==> src/rtl/uriscv_irq_ctrl_pkg.sv <==
// ---------------------------------------------------------------------------
// uriscv_irq_ctrl_pkg
// Shared definitions for the external interrupt controller:
//   - register byte offsets (bits [1:0] of the bus address are ignored)
//   - FSM state encoding
//   - the "no source" claim ID
// ---------------------------------------------------------------------------
package uriscv_irq_ctrl_pkg;

  localparam logic [7:0] IRQC_PENDING  = 8'h00;
  localparam logic [7:0] IRQC_ENABLE   = 8'h04;
  localparam logic [7:0] IRQC_EDGE_SEL = 8'h08;
  localparam logic [7:0] IRQC_CLAIM    = 8'h0C;
  localparam logic [7:0] IRQC_STATUS   = 8'h10;

  localparam logic [4:0] IRQC_ID_NONE  = 5'd0;

  typedef enum logic {
    IRQC_STATE_IDLE    = 1'b0,
    IRQC_STATE_SERVICE = 1'b1
  } irqc_state_e;

endpackage

==> src/rtl/uriscv_irq_sync.sv <==
// ---------------------------------------------------------------------------
// uriscv_irq_sync
// Synchroniser for one asynchronous, active-high interrupt line.
//   SYNC_STAGES flops bring irq_i into the clk_i domain; one further delay
//   flop lets a rising edge be detected on the synchronised level.
// Ports:
//   clk_i    in  core clock
//   rst_i    in  synchronous active-high reset
//   irq_i    in  asynchronous device line
//   level_o  out synchronised level
//   rise_o   out one-cycle pulse on a synchronised 0->1 transition
// ---------------------------------------------------------------------------
module uriscv_irq_sync
  import uriscv_irq_ctrl_pkg::*;
#(
  parameter int SYNC_STAGES = 2
) (
  input  logic clk_i,
  input  logic rst_i,
  input  logic irq_i,
  output logic level_o,
  output logic rise_o
);

  logic [SYNC_STAGES-1:0] sync_reg;
  logic                   delay_reg;

  always_ff @(posedge clk_i) begin
    if (rst_i) begin
      sync_reg  <= '0;
      delay_reg <= 1'b0;
    end else begin
      sync_reg  <= {sync_reg[SYNC_STAGES-2:0], irq_i};
      delay_reg <= sync_reg[SYNC_STAGES-1];
    end
  end

  assign level_o = sync_reg[SYNC_STAGES-1];
  assign rise_o  = sync_reg[SYNC_STAGES-1] & ~delay_reg;

endmodule

==> src/rtl/uriscv_irq_ctrl.sv <==
// ---------------------------------------------------------------------------
// uriscv_irq_ctrl
// Memory-mapped external interrupt controller feeding the CSR unit's intr_i.
// Each source is synchronised, latched as level or rising-edge pending,
// masked by ENABLE and priority-encoded (lowest index wins, ID = index+1).
// Software claims the source with a CLAIM read and completes service by
// writing the same ID back to CLAIM.
// Ports:
//   clk_i    in  core clock
//   rst_i    in  synchronous active-high reset
//   req_i    in  one-cycle register access request
//   we_i     in  1 = write, 0 = read
//   addr_i   in  byte offset, bits [1:0] ignored
//   wdata_i  in  write data
//   rdata_o  out read data, valid with ack_o
//   ack_o    out access done, one cycle after req_i
//   irq_i    in  asynchronous active-high device lines
//   intr_o   out registered machine-external interrupt request
// ---------------------------------------------------------------------------
module uriscv_irq_ctrl
  import uriscv_irq_ctrl_pkg::*;
#(
  parameter int NUM_IRQ     = 16,
  parameter int SYNC_STAGES = 2
) (
  input  logic               clk_i,
  input  logic               rst_i,
  input  logic               req_i,
  input  logic               we_i,
  input  logic [7:0]         addr_i,
  input  logic [31:0]        wdata_i,
  output logic [31:0]        rdata_o,
  output logic               ack_o,
  input  logic [NUM_IRQ-1:0] irq_i,
  output logic               intr_o
);

  // Synchronised inputs
  logic [NUM_IRQ-1:0] level;
  logic [NUM_IRQ-1:0] rise;

  genvar gi;
  generate
    for (gi = 0; gi < NUM_IRQ; gi++) begin : g_sync
      uriscv_irq_sync #(
        .SYNC_STAGES (SYNC_STAGES)
      ) u_sync (
        .clk_i   (clk_i),
        .rst_i   (rst_i),
        .irq_i   (irq_i[gi]),
        .level_o (level[gi]),
        .rise_o  (rise[gi])
      );
    end
  endgenerate

  // Architectural state
  logic [NUM_IRQ-1:0] pending_reg;
  logic [NUM_IRQ-1:0] pending_next;
  logic [NUM_IRQ-1:0] enable_reg;
  logic [NUM_IRQ-1:0] edge_sel_reg;
  irqc_state_e        state_reg;
  logic [4:0]         claim_id_reg;
  logic               intr_reg;
  logic               ack_reg;
  logic [31:0]        rdata_reg;
  logic [31:0]        rdata_next;

  // Bus decode
  logic [7:0] reg_addr;
  logic       addr_unused;
  logic       wr_access;
  logic       rd_access;

  assign reg_addr    = {addr_i[7:2], 2'b00};
  assign addr_unused = ^addr_i[1:0];
  assign wr_access   = req_i & we_i;
  assign rd_access   = req_i & ~we_i;

  // Priority encoder over pending & enabled sources
  logic [NUM_IRQ-1:0] active;
  logic [4:0]         best_id;
  logic [NUM_IRQ-1:0] best_mask;

  assign active = pending_reg & enable_reg;

  always_comb begin
    best_id   = IRQC_ID_NONE;
    best_mask = '0;
    // Walk from the top down so the lowest index overwrites last.
    for (int i = NUM_IRQ - 1; i >= 0; i--) begin
      if (active[i]) begin
        best_id      = 5'(i + 1);
        best_mask    = '0;
        best_mask[i] = 1'b1;
      end
    end
  end

  // Claim / complete qualification
  logic claim_take;
  logic complete;

  assign claim_take = rd_access && (reg_addr == IRQC_CLAIM) &&
                      (state_reg == IRQC_STATE_IDLE) && (best_id != IRQC_ID_NONE);
  assign complete   = wr_access && (reg_addr == IRQC_CLAIM) &&
                      (state_reg == IRQC_STATE_SERVICE) &&
                      (wdata_i == {27'b0, claim_id_reg});

  // Pending update. Edge sources: a new rise always wins over a clear
  // (W1C or claim) in the same cycle. Level sources simply track the
  // synchronised line, so W1C has no lasting effect on them.
  logic [NUM_IRQ-1:0] edge_clr;

  always_comb begin
    edge_clr = '0;
    if (wr_access && (reg_addr == IRQC_PENDING)) begin
      edge_clr = wdata_i[NUM_IRQ-1:0];
    end
    if (claim_take) begin
      edge_clr = edge_clr | best_mask;
    end
  end

  assign pending_next = (edge_sel_reg & (rise | (pending_reg & ~edge_clr))) |
                        (~edge_sel_reg & level);

  // Read mux
  always_comb begin
    rdata_next = '0;
    case (reg_addr)
      IRQC_PENDING:  rdata_next[NUM_IRQ-1:0] = pending_reg;
      IRQC_ENABLE:   rdata_next[NUM_IRQ-1:0] = enable_reg;
      IRQC_EDGE_SEL: rdata_next[NUM_IRQ-1:0] = edge_sel_reg;
      IRQC_CLAIM:    rdata_next[4:0] = (state_reg == IRQC_STATE_SERVICE) ?
                                       claim_id_reg : best_id;
      IRQC_STATUS:   rdata_next = {(state_reg == IRQC_STATE_SERVICE), 26'b0, claim_id_reg};
      default:       rdata_next = '0;
    endcase
  end

  // Registers and FSM
  always_ff @(posedge clk_i) begin
    if (rst_i) begin
      pending_reg  <= '0;
      enable_reg   <= '0;
      edge_sel_reg <= '0;
      state_reg    <= IRQC_STATE_IDLE;
      claim_id_reg <= IRQC_ID_NONE;
      intr_reg     <= 1'b0;
      ack_reg      <= 1'b0;
      rdata_reg    <= '0;
    end else begin
      ack_reg     <= req_i;
      rdata_reg   <= rd_access ? rdata_next : 32'h0;
      pending_reg <= pending_next;

      if (wr_access && (reg_addr == IRQC_ENABLE)) begin
        enable_reg <= wdata_i[NUM_IRQ-1:0];
      end
      if (wr_access && (reg_addr == IRQC_EDGE_SEL)) begin
        edge_sel_reg <= wdata_i[NUM_IRQ-1:0];
      end

      case (state_reg)
        IRQC_STATE_IDLE: begin
          intr_reg <= |active;
          if (claim_take) begin
            state_reg    <= IRQC_STATE_SERVICE;
            claim_id_reg <= best_id;
          end
        end
        IRQC_STATE_SERVICE: begin
          // No nesting: the request stays low until service completes.
          intr_reg <= 1'b0;
          if (complete) begin
            state_reg    <= IRQC_STATE_IDLE;
            claim_id_reg <= IRQC_ID_NONE;
          end
        end
        default: begin
          state_reg    <= IRQC_STATE_IDLE;
          claim_id_reg <= IRQC_ID_NONE;
          intr_reg     <= 1'b0;
        end
      endcase
    end
  end

  assign rdata_o = rdata_reg;
  assign ack_o   = ack_reg;
  assign intr_o  = intr_reg;

endmodule
==> config.mk <==
export PLATFORM = sky130hd
export DESIGN_NAME = uriscv_irq_ctrl
export DESIGN_NICKNAME = d
export VERILOG_FILES = /design/src/rtl/uriscv_irq_ctrl_pkg.sv /design/src/rtl/uriscv_irq_sync.sv /design/src/rtl/uriscv_irq_ctrl.sv
export SDC_FILE = /design/constraint.sdc
export NUM_CORES = 1
export LEC_CHECK = 0
export CORE_ASPECT_RATIO = 0.6
export CORE_MARGIN = 2
export CORE_UTILIZATION = 50
export CTS_CLUSTER_DIAMETER = 40
export DETAILED_ROUTE_END_ITERATION = 6
export DONT_BUFFER_PORTS = 1
export PLACE_DENSITY = 0.73
export SLEW_MARGIN = 40
export SYNTH_ARGS = -nofsm -noshare
export SYNTH_HDL_FRONTEND = slang
export SYNTH_HIERARCHICAL = 1
export SYNTH_SLANG_ARGS = --single-unit
==> constraint.sdc <==
create_clock -name clk_i -period 2.7 [get_ports clk_i]
set_clock_uncertainty 0.05 [all_clocks]
set_input_delay 0.54 -clock clk_i [delete_from_list [all_inputs] [get_ports clk_i]]
set_output_delay 0.54 -clock clk_i [all_outputs]
set_load 0.05 [all_outputs]
==> run metrics <==
status=finished clean; routability cong.=0.9279; final setup vio count=0; Period minus WS final=2.307 ns; Detail Route Antenna Nets=0; largest area contributor in the netlist=dfxtp_1; Clock Latency Late Sink=0.42 ns; HPWL Detailed=9.304 mm; DR pass1 iterations=6; Worst Path Required=2.99 ns; yosys warns=6; Post-synth EDFFs=0; crit start category=flop; Post-Place Worst Slack=0.4336 ns; Initial DRC Count=633; Num Clock Sinks=121; Primary FF master, synth=dfxtp_1; via/cell ratio=5.899; max-slew violations=0; Hold Startpoint=rst_i; first-pass GRT wire length=21.92 mm; switching share of power=0.2193; CTS clock-pin slew for the worst setup and hold paths=0.06 ns; Placed Area=5350 um^2; pwr dens=702.8 nW/um^2; fin cells=733; Largest register FFs=32; reg2reg end=pending_reg[12]; post-synth top area share=0.4654; Tcrit/Tclk final=0.8543; vias in the first global route=4037; post-CTS sizing=0; crit-path max FO=8; Seq cells post-synth=121; antenna violations before repair=0; RSZ-0062 raised after global routing=false; WHS=0.1461 ns; Rows=28; Vias=4324; Worst R2R Start=enable_reg[12]; Hold EP=g_sync[0].u_sync/sync_reg[0]; I/O Buffers=0; Pint=3.249 mW; clock root buffer=clkbuf_16; Hold Path Class=in -> reg; share of flip-flops with an asynchronous set or reset=0; Leak Pwr=2.144 nW; post-CTS setup buffer count=0; WL/cell=18.85 um; die area=11270 um^2; ratio of cells with drive above 1 in the final layout=0.1137; global-route usage over all layers=0.2546; Post-route DRC=0; H-tree depth=4; largest net degree at the start of global routing=119; number of hold buffers added after cts=0; Core Box Area=9985 um^2; Slew headroom=0.4929; cells on worst reg2reg path=5; synth top area cells=dfxtp_1, mux2i_1, nor2b_1, nand2_1, a21oi_1; placed cells=702; Starting Density=0.5213; count leader, synth=dfxtp_1; cell area after layout=5922 um^2; Clock power frac=0.526; fin worst setup slack=0.3934 ns; wirelength, routed=13.82 mm; Die X=135.7 um; Hold Crit Depth=1; CTS tree=yes; final core occ=0.5931; CTS buffer count=17; internal reg-to-reg setup slack=0.39 ns; Crit path arrival time=2.60 ns; die span in y=83.03 um; Boundary Pins=94; measured slew at the worst slew-check pin=0.7574 ns; Psw=0.9127 mW; max frequency=433.5 MHz; Seq pwr share=0.444; Design Power=4.162 mW; grt ovf=0; Longest Clk Path Bufs=2; worst setup path class=reg -> reg; Mapped Avg Cell Area=9.052 um^2; crit end category=flop; Gate power share=0.030; most frequent cells after synthesis=dfxtp_1, nand2_1, nor2b_1; Post-Syn Instances=575; sequential area share after synthesis=0.4654; ANT cells=0; synthesized area=5205 um^2; peak supply drop=0.0004826 V; Fin. Hold Viols=0; Area Growth Syn to Fin=13.77%; NumNets Final=646; # Max-Cap Violations=0; Unique masters post-synth=51; setup_tns=0 ns
==> critical path: stages (launching register included) <==
cell and delay, ns:
dfxtp_1 0.37, a222oi_1 0.56, nand4_1 0.23, o211ai_1 0.67, o21ai_0 0.24, o21ai_0 0.11
==> logic make-up (layout without fill, tap and decap cells) <==
logic type                count (synthesis)  after routing  synth area share
AOI/OAI and AO/OA                       127            127            0.1599
xor gates and xnor gates                  5              5          0.008415
buffers and inverters                    41             50           0.04062
DFF                                     121            121            0.4654
muxes                                    45             45           0.08750
other                                     1             15         0.0007205
and+or+nand+nor                         235            235            0.2375
==> placed cells by master (no fill, tap or decap), types with 5 or more instances in the layout <==
| cell | Yosys | routed |
|---|---|---|
| a211oi_1 | 14 | 14 |
| a21oi_1 | 41 | 41 |
| a222oi_1 | 8 | 8 |
| a22oi_1 | 5 | 5 |
| and2_1 | 5 | 5 |
| buf_4 | 15 | 14 |
| clkbuf_16 | 0 | 17 |
| conb_1 | 1 | 15 |
| dfxtp_1 | 121 | 121 |
| mux2i_1 | 41 | 41 |
| nand2_1 | 67 | 67 |
| nand3_1 | 9 | 9 |
| nand4_1 | 16 | 16 |
| nor2_1 | 47 | 47 |
| nor2b_1 | 51 | 51 |
| nor2b_2 | 16 | 16 |
| nor4_1 | 8 | 7 |
| o211ai_1 | 7 | 7 |
| o21ai_0 | 25 | 25 |
==> power by group through the flow <==
stage / Clock (mW) / Sequential, mW / Combinational (mW)
6_report: 2.19 / 1.85 / 0.125
5_1_grt: 2.31 / 1.85 / 0.135
4_1_cts: 2.21 / 1.85 / 0.124
3_5_place_dp: 0 / 1.89 / 0.124
3_3_place_gp: 0 / 1.89 / 0.121
2_1_floorplan: 0 / 1.88 / 0.148
==> layout make-up <==
class | instances | area, um^2
Fill cell | 896 | 4063
Sequential cell | 121 | 2422
Multi-Input combinational cell | 427 | 2635
Clock buffer | 21 | 450.4
Inverter | 5 | 18.77
Tap cell | 135 | 168.9
Timing Repair Buffer | 14 | 105.1
Clock inverter | 10 | 121.4
==> how the worst max path moves through the flow <==
stage	startpoint	end	slack [ns]	depth (start not counted)
after floorplan	addr_i[3]	pending_reg[7]	0.19	6
after global placement	addr_i[7]	claim_id_reg[4]	0.43	5
after detailed placement	addr_i[7]	claim_id_reg[4]	0.43	5
after CTS	enable_reg[12]	pending_reg[12]	0.44	5
after global routing	pending_reg[2]	pending_reg[11]	0.27	6
final	enable_reg[12]	pending_reg[12]	0.39	5
==> layer usage <==
metal,share of wire,GRT usage,up-vias,routed length [um]
met4,0.016,0.08996,0,218
met1,0.47,0.3797,2020,6481
li1,-,-,2056,-
met5,0,0,-,0
met2,0.40,0.3398,230,5520
met3,0.12,0.08059,18,1595
No activity file was read; power rests on OpenSTA's default activity.
